### src/rtl/fft_out_serializer.sv
// Frame-to-stream back end of the 16-point FFT: captures a parallel frame, emits one word per beat.
// Define FFT_OUT_BITREV_EN to emit the bit-reversed frame in natural frequency order.
module fft_out_serializer #(
  parameter int N_PTS = 16,
  parameter int DW    = 32,
  parameter int IW    = 4
) (
  input  logic                clk,
  input  logic                rst_n,
  input  logic                frame_valid,
  output logic                frame_ready,
  input  logic [N_PTS*DW-1:0] frame_data,
  output logic                out_valid,
  input  logic                out_ready,
  output logic [DW-1:0]       out_data,
  output logic [IW-1:0]       out_index,
  output logic                out_last
);

  typedef enum logic {
    IDLE = 1'b0,
    SEND = 1'b1
  } state_t;

  state_t        r_state;
  logic [IW-1:0] r_cnt;
  logic [DW-1:0] r_buf [N_PTS];

  logic          w_last_cnt;
  logic          w_beat;
  logic          w_frame_hs;
  logic [IW-1:0] w_slot;

`ifdef FFT_OUT_BITREV_EN
  function automatic logic [IW-1:0] bitrev(input logic [IW-1:0] k);
    logic [IW-1:0] r;
    for (int i = 0; i < IW; i++) r[i] = k[IW-1-i];
    return r;
  endfunction

  assign w_slot = bitrev(r_cnt);
`else
  assign w_slot = r_cnt;
`endif

  assign w_last_cnt = (r_cnt == IW'(N_PTS - 1));
  assign out_valid  = (r_state == SEND);
  assign w_beat     = out_valid & out_ready;
  // The out_ready term lets a new frame land on the last beat with no bubble.
  assign frame_ready = (r_state == IDLE) | ((r_state == SEND) & w_last_cnt & out_ready);
  assign w_frame_hs  = frame_valid & frame_ready;

  assign out_data  = r_buf[w_slot];
  assign out_index = r_cnt;
  assign out_last  = w_last_cnt;

  always_ff @(posedge clk or negedge rst_n) begin
    if (!rst_n) begin
      r_state <= IDLE;
      r_cnt   <= '0;
      // NOTE: the buffer is reset so out_data reads 0 the moment rst_n falls.
      for (int s = 0; s < N_PTS; s++) r_buf[s] <= '0;
    end else if (w_frame_hs) begin
      for (int s = 0; s < N_PTS; s++) r_buf[s] <= frame_data[s*DW +: DW];
      r_cnt   <= '0;
      r_state <= SEND;
    end else if (w_beat) begin
      r_cnt <= r_cnt + 1'b1;
      if (w_last_cnt) r_state <= IDLE;
    end
  end

endmodule

### config.mk
export PLATFORM = sky130hd
export DESIGN_NAME = fft_out_serializer
export DESIGN_NICKNAME = d
export VERILOG_FILES = /design/src/rtl/fft_out_serializer.sv
export SDC_FILE = /design/constraint.sdc
export NUM_CORES = 1
export LEC_CHECK = 0
export CAP_MARGIN = 0
export CORE_ASPECT_RATIO = 0.9
export CORE_MARGIN = 2
export CORE_UTILIZATION = 52
export CTS_BUF_LIST = sky130_fd_sc_hd__clkbuf_4 sky130_fd_sc_hd__clkbuf_8
export CTS_CLUSTER_SIZE = 14
export DETAILED_ROUTE_END_ITERATION = 8
export HOLD_SLACK_MARGIN = 0.05
export PLACE_DENSITY = 0.83
export SLEW_MARGIN = 10
export SYNTH_ARGS = -nofsm -noshare
export SYNTH_HDL_FRONTEND = slang
export SYNTH_SLANG_ARGS = --single-unit
### constraint.sdc
create_clock -name clk -period 2.4 [get_ports clk]
set_input_delay 0.36 -clock clk [delete_from_list [all_inputs] [get_ports clk]]
set_output_delay 0.36 -clock clk [all_outputs]
set_load 0.05 [all_outputs]
==> impl_metrics.tcl <==
set metrics [dict create \
    crit_buf_inv 4 \
    rows 73 \
    numCtsBuffers 85 \
    fill_cells 2518 \
    fmax_mhz 334 \
    die_w_um 226 \
    place_congestion 0.877 \
    layout_common_cells "515 x dfrtp_1, 514 x clkdlybuf4s50_1, 306 x mux2_2" \
    switching_power_uw 14200 \
    r2r_slack_ns -0.22 \
    critical_path_depth 7 \
    cpLargestDelayFamily "buffers and inverters" \
    cts_tree "yes" \
    port_buffers 554 \
    clock_path_buffers 3 \
    hpwl_um 49300 \
    stdcell_count 2753 \
    timing.rr.end "r_buf[477]$_DFFE_PN0P_" \
    syn_area_per_cell_um2 16.7 \
    wl_per_cell_um 26.0 \
    tightestPinTransition_ns 0.538 \
    final_common_cell "dfrtp_1" \
    internal_power_uw 27500 \
    crit_path_end_kind "output pin" \
    htreeDepth 3 \
    finalNetCount 2589 \
    avgViaCountPerCell 5.60 \
    r2r_start "out_index[0]$_DFFE_PN0P_" \
    syn_to_final_growth_pct 44.4 \
    hold_viol 0 \
    cts_num_sinks 517 \
    cp_common_cell "buf_8" \
    ys_ff_latch 517 \
    layout-drive-gt1-share_pct 40.5 \
    ant_nets 0 \
    failed_checks "negative setup slack" \
    cp.arrival_ns 2.63 \
    grt_pass1_wl_um 101000 \
    seq_power_share_pct 36.8 \
    synth_area_leader_cell "dfrtp_1" \
    die_y_um 204 \
    final.setup.worst_slack_ns -0.595 \
    critPathSlowestCell "mux4_2" \
    ios 555 \
    synth.area.top_cells "dfrtp_1 56%, mux2_2 15%, mux4_2 13%" \
    min_path_type "in -> async" \
    ctsRootBufferMaster "clkbuf_8" \
    synth_top_area_share_pct 56.2 \
    grt.total_usage_pct 30.0 \
    p_sw_share_pct 34.1 \
    combinationalPowerShare_pct 43.3 \
    power_leakage_uw 0.0139 \
    worstSetupPathType "reg -> out" \
    reg2reg_depth 11 \
    vias 15400 \
    syn-cell-area_um2 23000 \
    dieArea_um2 46000 \
    cp-endpoint "out_data[6]" \
    place_inst 2535 \
    maxSlewViolCount 0 \
    slew_headroom_pct 63.1 \
    cp-start-kind "flop" \
    max_stage_delay_ns 0.52 \
    yosys_warnings 0 \
    skew_ns 0.0317 \
    ir_drop_uv 1650 \
    clk_pin_slew_worst_paths_ns 0.06 \
    yosysSeqAreaShare_pct 56.2 \
    path_cells "buf_12, buf_8, mux4_2, a22oi_2, buf_4, nand2_4, buf_8" \
    syn-num-nets 1896 \
    critPathLaunch "out_index[0]$_DFFE_PN0P_" \
    core_um2 43900 \
    grt_max_degree 64 \
    cp_max_fo 6 \
    syn_inst 1379 \
    powerDensity_nw_per_um2 1250 \
    finalSetupViolations 518 \
    dr.pass1.iters 5 \
    p_total_uw 41700 \
    grt_pass1_vias 16800 \
    period_share_pct 125 \
    pre_cts_ws_ns -0.0944 \
    ys_types 26 \
    initial_core_util_pct 52.4 \
    overflow 0 \
    holdWs_ns 0.242 \
    worstPathRequired_ns 2.04 \
    clkLatencyLatePin_ns 0.66 \
    status "complete, but fails checks" \
    drt-total-wl_um 71600 \
    p_clk_share_pct 19.9 \
    min_period_ns 2.99 \
    maxCapViolCount 0 \
    drc 0 \
    antenna_found_initial 26 \
    drtIter0Drc 870 \
    rsz0062_at_grt "true" \
]
==> Yosys cell counts (all sizes together) <==
cell type  count
clkbuf        27
nor2b          2
or2            1
mux4         128
a21oi          2
buf           74
nand2b         2
a21boi         1
and3           1
nand2         35
ha             1
nand4          1
or3            2
dfrtp        517
mux2i          1
inv            1
and2           1
o21ai          4
a22oi         64
mux2         512
nand3          1
nor2           1
==> kinds of logic after synthesis <==
kind of cell,count (synthesis),synth area share [%]
adders and majority gates,1,0.0543
muxes,641,37.6
and+or+nand+nor,47,0.880
buffers and inverters,102,3.04
DFF,517,56.2
AOI/OAI and AO/OA,71,2.25
==> layout make-up <==
type	instances	area (um2)	area share [%]
clock buffer	137	1690	5.09
inverter	1	3.75	0.0113
sequential	517	12900	38.9
clock inverter	14	148	0.444
tap	600	751	2.26
antenna	17	42.5	0.128
multi-input combinational	760	9820	29.5
timing repair buffer	707	7860	23.6
==> state kept, by name, summed over array words and instances (netlist names) <==
name / flops
r_buf: 512
out_valid: 1
out_index: 4
==> timing repair <==
item,4_1_cts,5_1_grt
setup buffers,19,14
pin swaps,23,13
gates resized for setup,106,45
setup endpoints to repair,35,513
cloned,5,16
endpoints found under the hold margin,175,0
hold buffers,1,0
==> power by group through the flow <==
| stage | registers [uW] | clock network, uW | logic, uW |
|---|---|---|---|
| 5_1_grt | 15800 | 8850 | 19000 |
| 4_1_cts | 15300 | 8410 | 17600 |
| 3_3_place_gp | 15000 | 0 | 15700 |
| 2_1_floorplan | 14500 | 0 | 10600 |
| 3_5_place_dp | 15400 | 0 | 16000 |
| 6_report | 15400 | 8300 | 18100 |
==> worst min path at each step <==
stage,start,end,slack [ns],cells past startpoint
6_report,rst_n,r_buf[280]$_DFFE_PN0P_,0.24,2
5_1_grt,rst_n,r_buf[473]$_DFFE_PN0P_,0.23,2
4_1_cts,rst_n,r_buf[280]$_DFFE_PN0P_,0.21,2
3_5_place_dp,rst_n,r_buf[280]$_DFFE_PN0P_,0.32,1
3_3_place_gp,rst_n,r_buf[473]$_DFFE_PN0P_,0.33,1
2_1_floorplan,rst_n,out_index[0]$_DFFE_PN0P_,0.06,0
==> metrics by stage <==
step,instance area [um2],setup TNS (ns),utilization [%]
finish,33300,-71.82,75.7
floorplan,23100,-0.353,-
global placement,30000,-0.373,68.2
detailed placement,30000,-0.391,68.2
CTS,32600,-61.41,74.1
global route,33200,-121.18,75.7
==> layer usage <==
layer	track usage, %	up-vias	share of wire, %
met3	10.8	165	8.2
met4	11.5	22	3.4
met5	0	-	0.21
met1	34.7	8034	37
li1	-	6621	-
met2	51.1	569	51
No activity file was read; power rests on OpenSTA's default activity.
==> variant, RTL diff (config.mk and constraints unchanged) <==
The parameter `DW` goes from 32 to 16.
--- a/src/rtl/fft_out_serializer.sv
+++ b/src/rtl/fft_out_serializer.sv
@@ -2,7 +2,7 @@
 // Define FFT_OUT_BITREV_EN to emit the bit-reversed frame in natural frequency order.
 module fft_out_serializer #(
   parameter int N_PTS = 16,
-  parameter int DW    = 32,
+  parameter int DW    = 16,
   parameter int IW    = 4
 ) (
   input  logic                clk,
Ports: changed (resized frame_data and out_data); port bits go from 555 to 283. No check against the original RTL was run, so the function may have changed too.
==> variant against the unedited design <==
The flow still finishes with violations (setup timing). Sequential cell count down 256. Routed wire length down 51%. Cell area down 48%. Register-to-register slack better by 210 ps. Die area down 48%. Sequential power down 49%. Total power down 47%. Area after synthesis down 48%. Setup slack better by 130 ps. Sequential share of layout area down 0.89 points. Critical endpoint is now out_data[2].
==> variant: results (changes against the unedited design) <==
| Metric | Value |
|---|---|
| Setup-failing EPs final | 25 (was 518) |
| Initial antenna violation count | 1 (was 26) |
| # resized after CTS | 59 (was 106) |
| XOR/XNOR Fraction of Synth Area | 0.00147 (was 0) |
| Largest net degree at the start of global routing | 70 (was 64) |
| Postcts setup bufs | 10 (was 19) |
| Met1 wire length | 14400 µm (was 26700 µm) |
| Worst-case clock skew | 20.3 ps (was 31.7 ps) |
| Crit path DAT | 2500 ps (was 2630 ps) |
| Global-route wire length before repair | 49600 µm (was 101000 µm) |
| Distinct cells, synth | 31 (was 26) |
| M2 GR Usage | 0.439 (was 0.511) |
| Synthesized Nets | 975 (was 1896) |
| Area of the multi-input gates | 5160 µm² (was 9820 µm²) |
| Top post-synthesis cells by count | dfrtp_1 (261), mux2_2 (237), mux4_2 (44), mux2i_1 (23), mux2_1 (20) (was dfrtp_1 (517), mux2_2 (306), mux2_1 (206), mux4_2 (128), a22oi_1 (64)) |
| Post-synthesis adder-cell area fraction | 0.00105 (was 0.000543) |
| Run status | finished, violations left (unchanged) |
| Syn Area/Cell | 16.6 µm² (was 16.7 µm²) |
| Seq/Total Area, Yosys | 0.550 (was 0.562) |
| Max FFs per register | 256 (was 512) |
| # nets final | 1333 (was 2589) |
| DP Area | 15400 µm² (was 30000 µm²) |
| Initial DRC count | 430 (was 870) |
| Vias in the first global route | 8413 (was 16803) |
| Worst Setup Slack, final | -461 ps (was -595 ps) |
| Num CTS Buffers | 43 (was 85) |
| Synth Area in Compound Gates | 0.0177 (was 0.0225) |
| H-Tree Depth | 2 (was 3) |
| Synth top area cells | dfrtp_1 (55%), mux2_2 (22%), mux4_2 (8.3%) (was dfrtp_1 (56%), mux2_2 (15%), mux4_2 (13%)) |
| Filler cells | 1304 (was 2518) |
| Met3 usage | 0.0572 (was 0.108) |
| R2R Path End | r_buf[160]$_DFFE_PN0P_ (was r_buf[477]$_DFFE_PN0P_) |
| Drt wl/cell | 24.8 µm (was 26.0 µm) |
| Crit-path max FO | 7 (was 6) |
| GPL Wtd Cong | 0.839 (was 0.877) |
| Static leakage | 0.00726 µW (was 0.0139 µW) |
| R2R cell count | 9 (was 11) |
| HPWL Detailed | 22800 µm (was 49300 µm) |
| GRT Util Overall | 0.277 (was 0.300) |
| Violated checks | setup timing (unchanged) |
| Met2 routed WL | 16800 µm (was 36500 µm) |
| WHS | 345 ps (was 242 ps) |
| Met1 Track Usage GR | 0.388 (was 0.347) |
| DR vias/cell | 5.73 (was 5.60) |
| Clk Latency, worst-skew pair | 550 ps (was 660 ps) |
| Pin slew with the least headroom to its limit | 486 ps (was 538 ps) |
| Layout cells sized above 1 | 0.457 (was 0.405) |
| DR vias | 8033 (was 15411) |
| Worst R2R Setup Slack | -10 ps (was -220 ps) |
| Peak VDD IR | 1.21 mV (was 1.65 mV) |
[variant: cell types whose count changed after synthesis, moves of 6 or more]
cell / unedited run / this run
a211oi_1: 0 / 6
a221oi_1: 0 / 8
a22oi_1: 64 / 4
buf_4: 26 / 19
buf_6: 26 / 12
clkbuf_1: 27 / 3
dfrtp_1: 517 / 261
mux2_1: 206 / 20
mux2_2: 306 / 237
mux2i_1: 1 / 23
mux4_1: 0 / 18
mux4_2: 128 / 44
nand2_1: 35 / 8
nor2b_1: 2 / 8
[variant: where the power goes]
| part | leakage [µW] | switching (µW) | internal (µW) |
|---|---|---|---|
| sequential | 0.00318 | 1310 | 6560 |
| clock | 0.000529 | 1800 | 2610 |
| combinational | 0.00356 | 4580 | 5420 |
| total | 0.00726 | 7700 | 14600 |
[variant: final cells by class]
| cell class | count | area share |
|---|---|---|
| Timing Repair Buffer | 364 | 0.239 |
| Antenna cell | 1 | 0.000146 |
| Multi-Input combinational cell | 399 | 0.300 |
| Clock buffer | 70 | 0.0527 |
| Clock inverter | 8 | 0.00560 |
| Sequential cell | 261 | 0.380 |
| Tap cell | 297 | 0.0216 |
| Inverter | 3 | 0.000655 |
[variant: worst max path at each step]
stage / startpoint / to / slack, ps / cells after the start
6_report: out_index[0]$_DFFE_PN0P_ / out_data[2] / -460 / 7
5_1_grt: out_index[0]$_DFFE_PN0P_ / out_data[9] / -530 / 5
4_1_cts: out_index[0]$_DFFE_PN0P_ / out_data[9] / -490 / 5
3_5_place_dp: out_index[0]$_DFFE_PN0P_ / out_data[3] / -40 / 4
3_3_place_gp: out_index[1]$_DFFE_PN0P_ / out_data[4] / -50 / 7
2_1_floorplan: out_index[2]$_DFFE_PN0P_ / out_data[12] / 3 / 6
